File: config.mk
export PLATFORM = sky130hd
export DESIGN_NAME = opti_sos_scheduler
export DESIGN_NICKNAME = d
export VERILOG_FILES = /design/src/rtl/opti_sos_scheduler.sv
export SDC_FILE = /design/constraint.sdc
export NUM_CORES = 1
export LEC_CHECK = 0
export ABC_AREA = 1
export ABC_CLOCK_PERIOD_IN_PS = 1500
export CAP_MARGIN = 20
export CORE_UTILIZATION = 43
export CTS_CLUSTER_DIAMETER = 120
export CTS_CLUSTER_SIZE = 40
export DETAILED_ROUTE_END_ITERATION = 10
export PLACE_DENSITY_LB_ADDON = 0.15
export SETUP_SLACK_MARGIN = 0.5
export SKIP_LAST_GASP = 1
export SYNTH_ARGS = -nofsm -noshare
export SYNTH_HDL_FRONTEND = slang
export SYNTH_SLANG_ARGS = --single-unit
File: constraint.sdc
create_clock -name clk -period 1.5 [get_ports clk]
set_input_delay 0.15 -clock clk [delete_from_list [all_inputs] [get_ports clk]]
set_output_delay 0.15 -clock clk [all_outputs]
set_load 0.005 [all_outputs]
File: src/rtl/opti_sos_scheduler.sv
// opti_sos_scheduler: time-multiplexes one shared biquad datapath across NUM_SOS cascaded sections
module opti_sos_scheduler #(
  parameter int NUM_SOS     = 4,
  parameter int DATA_W      = 16,
  parameter int TIMEOUT_CYC = 15
) (
  input  logic              clk,
  input  logic              rst_n,
  input  logic              i_start,
  input  logic              i_stop,
  input  logic              i_sample_valid,
  input  logic [DATA_W-1:0] i_sample_data,
  output logic              o_sample_ready,
  output logic              o_sec_issue,
  output logic              o_sec_clr,
  output logic [2:0]        o_sec_idx,
  output logic [DATA_W-1:0] o_sec_x,
  input  logic              i_sec_result_valid,
  input  logic [DATA_W-1:0] i_sec_result,
  output logic              o_y_valid,
  output logic [DATA_W-1:0] o_y_data,
  output logic              o_busy,
  output logic              o_err
);
  localparam int CW = $clog2(TIMEOUT_CYC + 1);
  typedef enum logic [2:0] {IDLE, CLEAR, WAIT_SAMPLE, ISSUE, WAIT_RESULT} state_t;
  state_t          r_state;
  logic [2:0]      r_k;
  logic [CW-1:0]   r_cnt;
  logic            r_stop;
  logic            w_last, w_stop, w_spur, w_drop;
  assign w_last = r_k == 3'(NUM_SOS - 1);
  assign w_stop = r_stop | i_stop;
  assign w_spur = i_sec_result_valid && r_state != WAIT_RESULT;
  assign w_drop = i_sample_valid && !o_sample_ready && r_state != IDLE;
  // o_sec_x doubles as the operand register carried from section to section
  always_ff @(posedge clk or negedge rst_n) begin
    if (!rst_n) begin
      r_state        <= IDLE;
      r_k            <= '0;
      r_cnt          <= '0;
      r_stop         <= 1'b0;
      o_sample_ready <= 1'b0;
      o_sec_issue    <= 1'b0;
      o_sec_clr      <= 1'b0;
      o_sec_idx      <= '0;
      o_sec_x        <= '0;
      o_y_valid      <= 1'b0;
      o_y_data       <= '0;
      o_busy         <= 1'b0;
      o_err          <= 1'b0;
    end else begin
      o_sec_issue <= 1'b0;
      o_sec_clr   <= 1'b0;
      o_y_valid   <= 1'b0;
      o_err       <= o_err | w_spur | w_drop;
      if (r_state != IDLE && i_stop) r_stop <= 1'b1;
      case (r_state)
        IDLE: if (i_start) begin
          o_err     <= w_spur;
          r_k       <= '0;
          o_sec_clr <= 1'b1;
          o_sec_idx <= '0;
          o_busy    <= 1'b1;
          r_state   <= CLEAR;
        end
        CLEAR: if (w_last) begin
          r_k            <= '0;
          o_busy         <= 1'b0;
          o_sample_ready <= 1'b1;
          r_state        <= WAIT_SAMPLE;
        end else begin
          r_k       <= r_k + 3'd1;
          o_sec_clr <= 1'b1;
          o_sec_idx <= r_k + 3'd1;
        end
        WAIT_SAMPLE: if (w_stop) begin
          o_sample_ready <= 1'b0;
          r_stop         <= 1'b0;
          r_state        <= IDLE;
        end else if (i_sample_valid) begin
          o_sample_ready <= 1'b0;
          o_busy         <= 1'b1;
          r_k            <= '0;
          o_sec_x        <= i_sample_data;
          o_sec_idx      <= '0;
          o_sec_issue    <= 1'b1;
          r_cnt          <= '0;
          r_state        <= ISSUE;
        end
        ISSUE: begin
          r_cnt   <= r_cnt + 1'b1;
          r_state <= WAIT_RESULT;
        end
        WAIT_RESULT: if (i_sec_result_valid) begin
          if (w_last) begin
            o_y_data       <= i_sec_result;
            o_y_valid      <= 1'b1;
            o_busy         <= 1'b0;
            r_k            <= '0;
            o_sample_ready <= !w_stop;
            r_stop         <= 1'b0;
            r_state        <= w_stop ? IDLE : WAIT_SAMPLE;
          end else begin
            r_k         <= r_k + 3'd1;
            o_sec_idx   <= r_k + 3'd1;
            o_sec_x     <= i_sec_result;
            o_sec_issue <= 1'b1;
            r_cnt       <= '0;
            r_state     <= ISSUE;
          end
        end else if (r_cnt == CW'(TIMEOUT_CYC - 1)) begin
          o_err   <= 1'b1;
          o_busy  <= 1'b0;
          r_k     <= '0;
          r_stop  <= 1'b0;
          r_state <= IDLE;
        end else begin
          r_cnt <= r_cnt + 1'b1;
        end
        default: r_state <= IDLE;
      endcase
    end
  end
endmodule

==> flow_metrics.env, run 1 <==
export IMPL_rsz0062_at_grt="true"
export IMPL_cp_max_fo=7
export IMPL_ys_ff_latch=52
export IMPL_r2r_start="r_state[0]"
export IMPL_io_pins=79
export IMPL_synth_cells=343
export IMPL_ys_top_cells_by_area="dfrtp_1 (49%), nand2_1 (17%), inv_1 (7.6%)"
export IMPL_globalplace_congestion=0.8611
export IMPL_setup_violations=16
export IMPL_peakVddDrop_mv=1.108
export IMPL_tightest_slew_ns=0.4217
export IMPL_slew_headroom=0.7178
export IMPL_antenna_left=0
export IMPL_io_buffers=78
export IMPL_clk_pin_slew_ns=0.10
export IMPL_crit_family="flip-flops"
export IMPL_fmax_mhz=655.2
export IMPL_cp_endpoint="o_sec_x[11]"
export IMPL_antenna_diode_count=0
export IMPL_grt_overflow=0
export IMPL_synthArstFlopShare=1.000
export IMPL_syn_cell_area_um2=2671
export IMPL_hold_slack_ns=0.3629
export IMPL_synth_top_area_share=0.4871
export IMPL_max_cap_violations=0
export IMPL_ff2ff_path_depth=7
export IMPL_crit_required_ns=1.70
export IMPL_clock_root_buffer="clkbuf_8"
export IMPL_synth_ff_type="dfrtp_1"
export IMPL_slowest_stage="dfrtp_2"
export IMPL_path_buf_inv=2
export IMPL_track_usage=0.2239
export IMPL_fin_total_pwr_uw=7253
export IMPL_period_needed_ns=1.526
export IMPL_die_y_um=80.82
export IMPL_clock_sinks=52
export IMPL_period_share=1.018
export IMPL_grt_pass1_wl_mm=11.17
export IMPL_first_pass_iters=5
export IMPL_worstSetupStartpoint="r_state[0]"
export IMPL_crit_chain="nor2_4 > nand2_4 > inv_6 > nand3_4 > o21ai_4 > clkbuf_16 > o21ai_1"
export IMPL_leakage_uw=0.002280
export IMPL_dp_hpwl_mm=4.836
export IMPL_max_stage_delay_ns=0.46
export IMPL_critPathKind="reg -> reg"
export IMPL_worstReg2RegEnd="o_sec_x[11]"
export IMPL_rrSetupSlack_ns=-0.03
export IMPL_core_um2=5956
export IMPL_synth_fp_nets=386
export IMPL_cp_arrival_ns=1.73
export IMPL_clk_latency_ns=0.31
export IMPL_cts_tree="built"
export IMPL_yosysTopAreaCell="dfrtp_1"
export IMPL_areaGrowthSynthToFinish_pct=61.17
export IMPL_path_depth=7
export IMPL_die_width_um=80.82
export IMPL_drt_initial_drc_count=216
export IMPL_setup_slack_ns=-0.02633
export IMPL_violations="setup timing"
export IMPL_wirelength_mm=7.618
export IMPL_power_density_nw_per_um2=1685
export IMPL_hold_viol=0
export IMPL_initial_core_util=0.4485
export IMPL_vias=2704
export IMPL_yosysSeqAreaShare=0.4871
export IMPL_clockBufferDepth=2
export IMPL_synthMostInstantiatedCell="nand2_1"
export IMPL_nets=528
export IMPL_cts_buffers=5
export IMPL_status="finished with violations"
export IMPL_hp_class="in -> async"
export IMPL_dieArea_um2=6532
export IMPL_grt_start_max_net_pins=53
export IMPL_ys_warn_count=0
export IMPL_ys_types=23
export IMPL_fin_skew_ns=0.006125
export IMPL_syn_area_per_cell_um2=7.788
export IMPL_route_detailed_drc=0
export IMPL_synth_top_cells_by_count="nand2_1 (120), inv_1 (54), dfrtp_1 (52), o21ai_0 (35), nor2_1 (20)"
export IMPL_slew_violations=0
export IMPL_synth_edf_count=0
export IMPL_cp_end_kind="register"
export IMPL_wl_per_cell_um=13.58
export IMPL_grt_pass1_vias=2379
export IMPL_antenna_found_initial=0
export IMPL_cts_htree_levels=2
export IMPL_critPathLaunchType="register"
export IMPL_rows=28
export IMPL_layout_drive_gt1_share=0.3868
export IMPL_via_per_inst=4.820
[layout make-up]
class / count / area (um2)
multi-input cells: 224 / 1334
repair buffers: 146 / 1239
clock inverters: 2 / 38.79
clock buffers: 6 / 72.57
fillers: 479 / 1650
flip-flops and latches: 52 / 1305
well taps: 75 / 93.84
inverters: 56 / 222.7
[cell families (layout without fill, tap and decap cells)]
kind of cell	count (synthesis)	after routing	share of synthesized area
AO/OA/AOI/OAI	52	52	0.1223
adder cells (fa/ha/maj)	5	5	0.02342
buffers and inverters	67	210	0.1077
flip-flops	52	52	0.4871
AND/OR/NAND/NOR	167	167	0.2595
[layout by cell type (no fill, tap or decap), types with 19 or more instances in the layout]
master	count
o21ai_0	25
buf_4	41
o21ai_2	19
clkdlybuf4s50_1	36
inv_1	49
nand2_1	105
dfrtp_1	49
buf_2	42
buf_6	20
[metal layers]
metal / wire (um) / global-route usage / vias up
met4: 111 / 0.08214 / 0
met5: 0 / 0 / -
met3: 406 / 0.04831 / 9
li1: - / - / 1339
met2: 3826 / 0.3655 / 75
met1: 3273 / 0.2915 / 1281
[registers in the layout, summed over array words and instances, names as in the netlist]
name,cells
r_stop,1
o_busy,1
o_err,1
r_state,3
r_k,3
o_sample_ready,1
o_y_valid,1
o_sec_clr,1
o_sec_x,16
o_sec_idx,3
o_y_data,16
r_cnt,4
o_sec_issue,1
[timing repair]
| item | CTS | global route |
|---|---|---|
| gates cloned | 0 | 3 |
| pin swaps | 22 | 12 |
| hold buffers | 1 | 0 |
| setup endpoints to repair | 93 | 88 |
| hold endpoints to repair | 52 | 0 |
| resized for setup | 212 | 41 |
| setup buffers | 23 | 20 |
[how the worst min path moves through the flow]
stage / start / endpoint / cells after the start
final: rst_n / r_stop / 3
after global routing: rst_n / o_sec_clr / 3
after CTS: rst_n / o_sec_x[9] / 3
after detailed placement: rst_n / r_stop / 2
after global placement: rst_n / o_sec_clr / 2
after floorplan: rst_n / o_busy / 0
[report_power, final]
part           leakage [uW]  total (uW)  switching, uW  internal, uW
logic               0.00156        3950           1970          1980
registers          0.000660        2330            365          1960
clock network     0.0000558         976            471           505
[worst reg2reg max path, stage by stage (launching register included)]
cell,delay (ns)
dfrtp_2,0.46
nor2_4,0.18
nand2_4,0.11
inv_6,0.10
nand3_4,0.10
o21ai_4,0.18
clkbuf_16,0.25
o21ai_1,0.06
[metrics by stage]
stage / instance area (um2) / setup WS [ns] / utilization / TNS (ns) / cells
final: 4305 / -0.02633 / 0.7229 / -0.2537 / 561
after global placement: 3709 / -0.03279 / 0.6227 / -0.1010 / 506
after detailed placement: 3709 / -0.06614 / 0.6227 / -0.4804 / 506
after global routing: 4305 / -0.08076 / 0.7229 / -1.454 / 561
after CTS: 3968 / 0.02267 / 0.6662 / 0 / 538
after floorplan: 2725 / 0.1674 / - / 0 / 343
No activity file was read; power rests on OpenSTA's default activity.
==> run 2, diff against run 1 <==
CAP_MARGIN = not set   (was 20)
CTS_BUF_LIST = sky130_fd_sc_hd__clkbuf_16   (was not set)
==> run 2 against run 1 <==
Compared with the run above:
- the flow still finishes with violations (setup timing)
- global-route usage up 0.093 points
- sequential cell count unchanged
- maximum frequency down 3.2%
- clock power up 33%
- critical path type unchanged
- highest routed layer unchanged
- combinational power about the same
- sequential share of layout area down 0.66 points
- final area up 2.2%
- first-iteration DRC count up 14%
==> flow_metrics.env, run 2 (synthesized netlist as in run 1, its figures left out) <==
export IMPL_die_width_um=80.82
export IMPL_clk_latency_ns=0.30
export IMPL_cp_endpoint="r_cnt[2]"
export IMPL_r2r_start="r_k[0]"
export IMPL_setup_violations=26
export IMPL_critPathLaunchType="register"
export IMPL_fin_total_pwr_uw=7597
export IMPL_cts_buffers=5
export IMPL_io_pins=79
export IMPL_route_detailed_drc=0
export IMPL_worstSetupStartpoint="r_k[0]"
export IMPL_wl_per_cell_um=14.71
export IMPL_globalplace_congestion=0.8611
export IMPL_max_cap_violations=0
export IMPL_crit_chain="ha_2 > ha_4 > nand4_1 > buf_6 > buf_4 > inv_4 > nor2_1 > nand2_1 > nand2_1"
export IMPL_cts_htree_levels=2
export IMPL_wirelength_mm=8.222
export IMPL_setup_slack_ns=-0.07616
export IMPL_layout_common_cells="nand2_1 (86), dfrtp_1 (49), inv_1 (48)"
export IMPL_track_usage=0.2249
export IMPL_ff2ff_path_depth=9
export IMPL_power_density_nw_per_um2=1726
export IMPL_die_y_um=80.82
export IMPL_antenna_diode_count=0
export IMPL_tightest_slew_ns=0.3818
export IMPL_dieArea_um2=6532
export IMPL_grt_pass1_vias=2395
export IMPL_layout_drive_gt1_share=0.4132
export IMPL_peakVddDrop_mv=0.9962
export IMPL_dp_cells=506
export IMPL_slew_violations=0
export IMPL_grt_pass1_wl_mm=11.27
export IMPL_worstReg2RegEnd="r_cnt[2]"
export IMPL_dp_hpwl_mm=4.836
export IMPL_grt_overflow=0
export IMPL_max_stage_delay_ns=0.39
export IMPL_clock_sinks=52
export IMPL_rows=28
export IMPL_stdcell_area_um2=4402
export IMPL_io_buffers=78
export IMPL_slew_headroom=0.7448
export IMPL_rsz0062_at_grt="true"
export IMPL_grt_start_max_net_pins=53
export IMPL_fillCellCount=457
export IMPL_nets=526
export IMPL_critPathKind="reg -> reg"
export IMPL_areaGrowthSynthToFinish_pct=64.78
export IMPL_mostFrequentLayoutCell="nand2_1"
export IMPL_period_share=1.051
export IMPL_fmax_mhz=634.5
export IMPL_final_seq_area_um2=1305
export IMPL_place_area_um2=3709
export IMPL_rrSetupSlack_ns=-0.08
export IMPL_cp_max_fo=4
export IMPL_hold_viol=0
export IMPL_status="finished with violations"
export IMPL_leakage_uw=0.002360
export IMPL_clockBufferDepth=2
export IMPL_antenna_found_initial=0
export IMPL_via_per_inst=4.930
export IMPL_final_core_util=0.7391
export IMPL_cts_tree="built"
export IMPL_drt_initial_drc_count=246
export IMPL_antenna_left=0
export IMPL_crit_required_ns=1.73
export IMPL_worst_path_most_repeated_cell="nand2_1"
export IMPL_cp_end_kind="register"
export IMPL_vias=2756
export IMPL_multiInputGateArea_um2=1364
export IMPL_core_um2=5956
export IMPL_period_needed_ns=1.576
export IMPL_clk_pin_slew_ns=0.06
export IMPL_initial_core_util=0.4485
export IMPL_reg_top3="o_sec_x x16, o_y_data x16, r_cnt x4"
export IMPL_clock_root_buffer="clkbuf_16"
export IMPL_cp_arrival_ns=1.81
export IMPL_hp_class="in -> async"
export IMPL_fin_skew_ns=0.008381
export IMPL_violations="setup timing"
export IMPL_slowest_stage="dfrtp_1"
export IMPL_first_pass_iters=4
export IMPL_final_cells=559
-- run 2: cell count changes in the layout (fill, tap and decap cells not counted), moves of 3 or more --
cell       change
nand2_2       +15
nor2_2         -3
nand2_1       -19
nand2_4        +3
clkbuf_16      +6
o21ai_0        -5
o21ai_1        +6
clkbuf_8       -5
buf_6          -3
nor2_1         +4
-- run 2: layout make-up --
cell class                 count  share of cell area
clock buffer                   5             0.02843
clock inverter                 3            0.009665
inverter                      56             0.05031
multi-input combinational    224              0.3098
sequential                    52              0.2965
tap                           75             0.02132
timing repair buffer         144              0.2840
-- run 2: stage by stage --
stage                     setup WS, ns  hold WS (ns)  setup TNS (ns)
after global routing           -0.1442        0.4248          -3.003
after detailed placement      -0.06614        0.1653         -0.4804
after global placement        -0.03279        0.1652         -0.1010
final                         -0.07616        0.3861         -0.9171
after CTS                      0.02231        0.4011               0
after floorplan                 0.1674       -0.1456               0
-- run 2: layer usage --
layer | share of wire | GRT usage | vias to the layer above | wire length, um
met5 | 0 | 0 | - | 0
li1 | - | - | 1334 | -
met4 | 0.027 | 0.08214 | 0 | 224
met1 | 0.41 | 0.2947 | 1296 | 3353
met2 | 0.51 | 0.3706 | 105 | 4207
met3 | 0.053 | 0.04045 | 21 | 436
-- run 2: repair_timing --
action | in CTS | in global routing
setup buffers | 27 | 12
hold buffers | 1 | 0
endpoints found under the hold margin | 52 | 0
pin swaps | 22 | 15
gates resized for setup | 197 | 75
endpoints found under the setup margin | 93 | 56
cloned | 0 | 5
-- run 2: report_power, final --
group          internal, uW  leakage, uW  switching (uW)
sequential             1960     0.000660             366
clock                   788    0.0000856             514
combinational          1920      0.00161            2050
-- run 2: worst max-delay path: cells and delay by family, from the launching register on --
kind / cells / cell delay, ns
and+or+nand+nor: 4 / 0.45
DFF: 1 / 0.39
adders and majority gates: 2 / 0.39
buffers and inverters: 3 / 0.28
-- run 2: how the worst min path moves through the flow --
stage | slack [ns] | from | to
4_1_cts | 0.40 | rst_n | o_sec_x[9]
2_1_floorplan | -0.15 | rst_n | o_busy
6_report | 0.39 | rst_n | o_sample_ready
3_5_place_dp | 0.17 | rst_n | r_stop
3_3_place_gp | 0.17 | rst_n | o_sec_clr
5_1_grt | 0.42 | rst_n | o_sec_clr
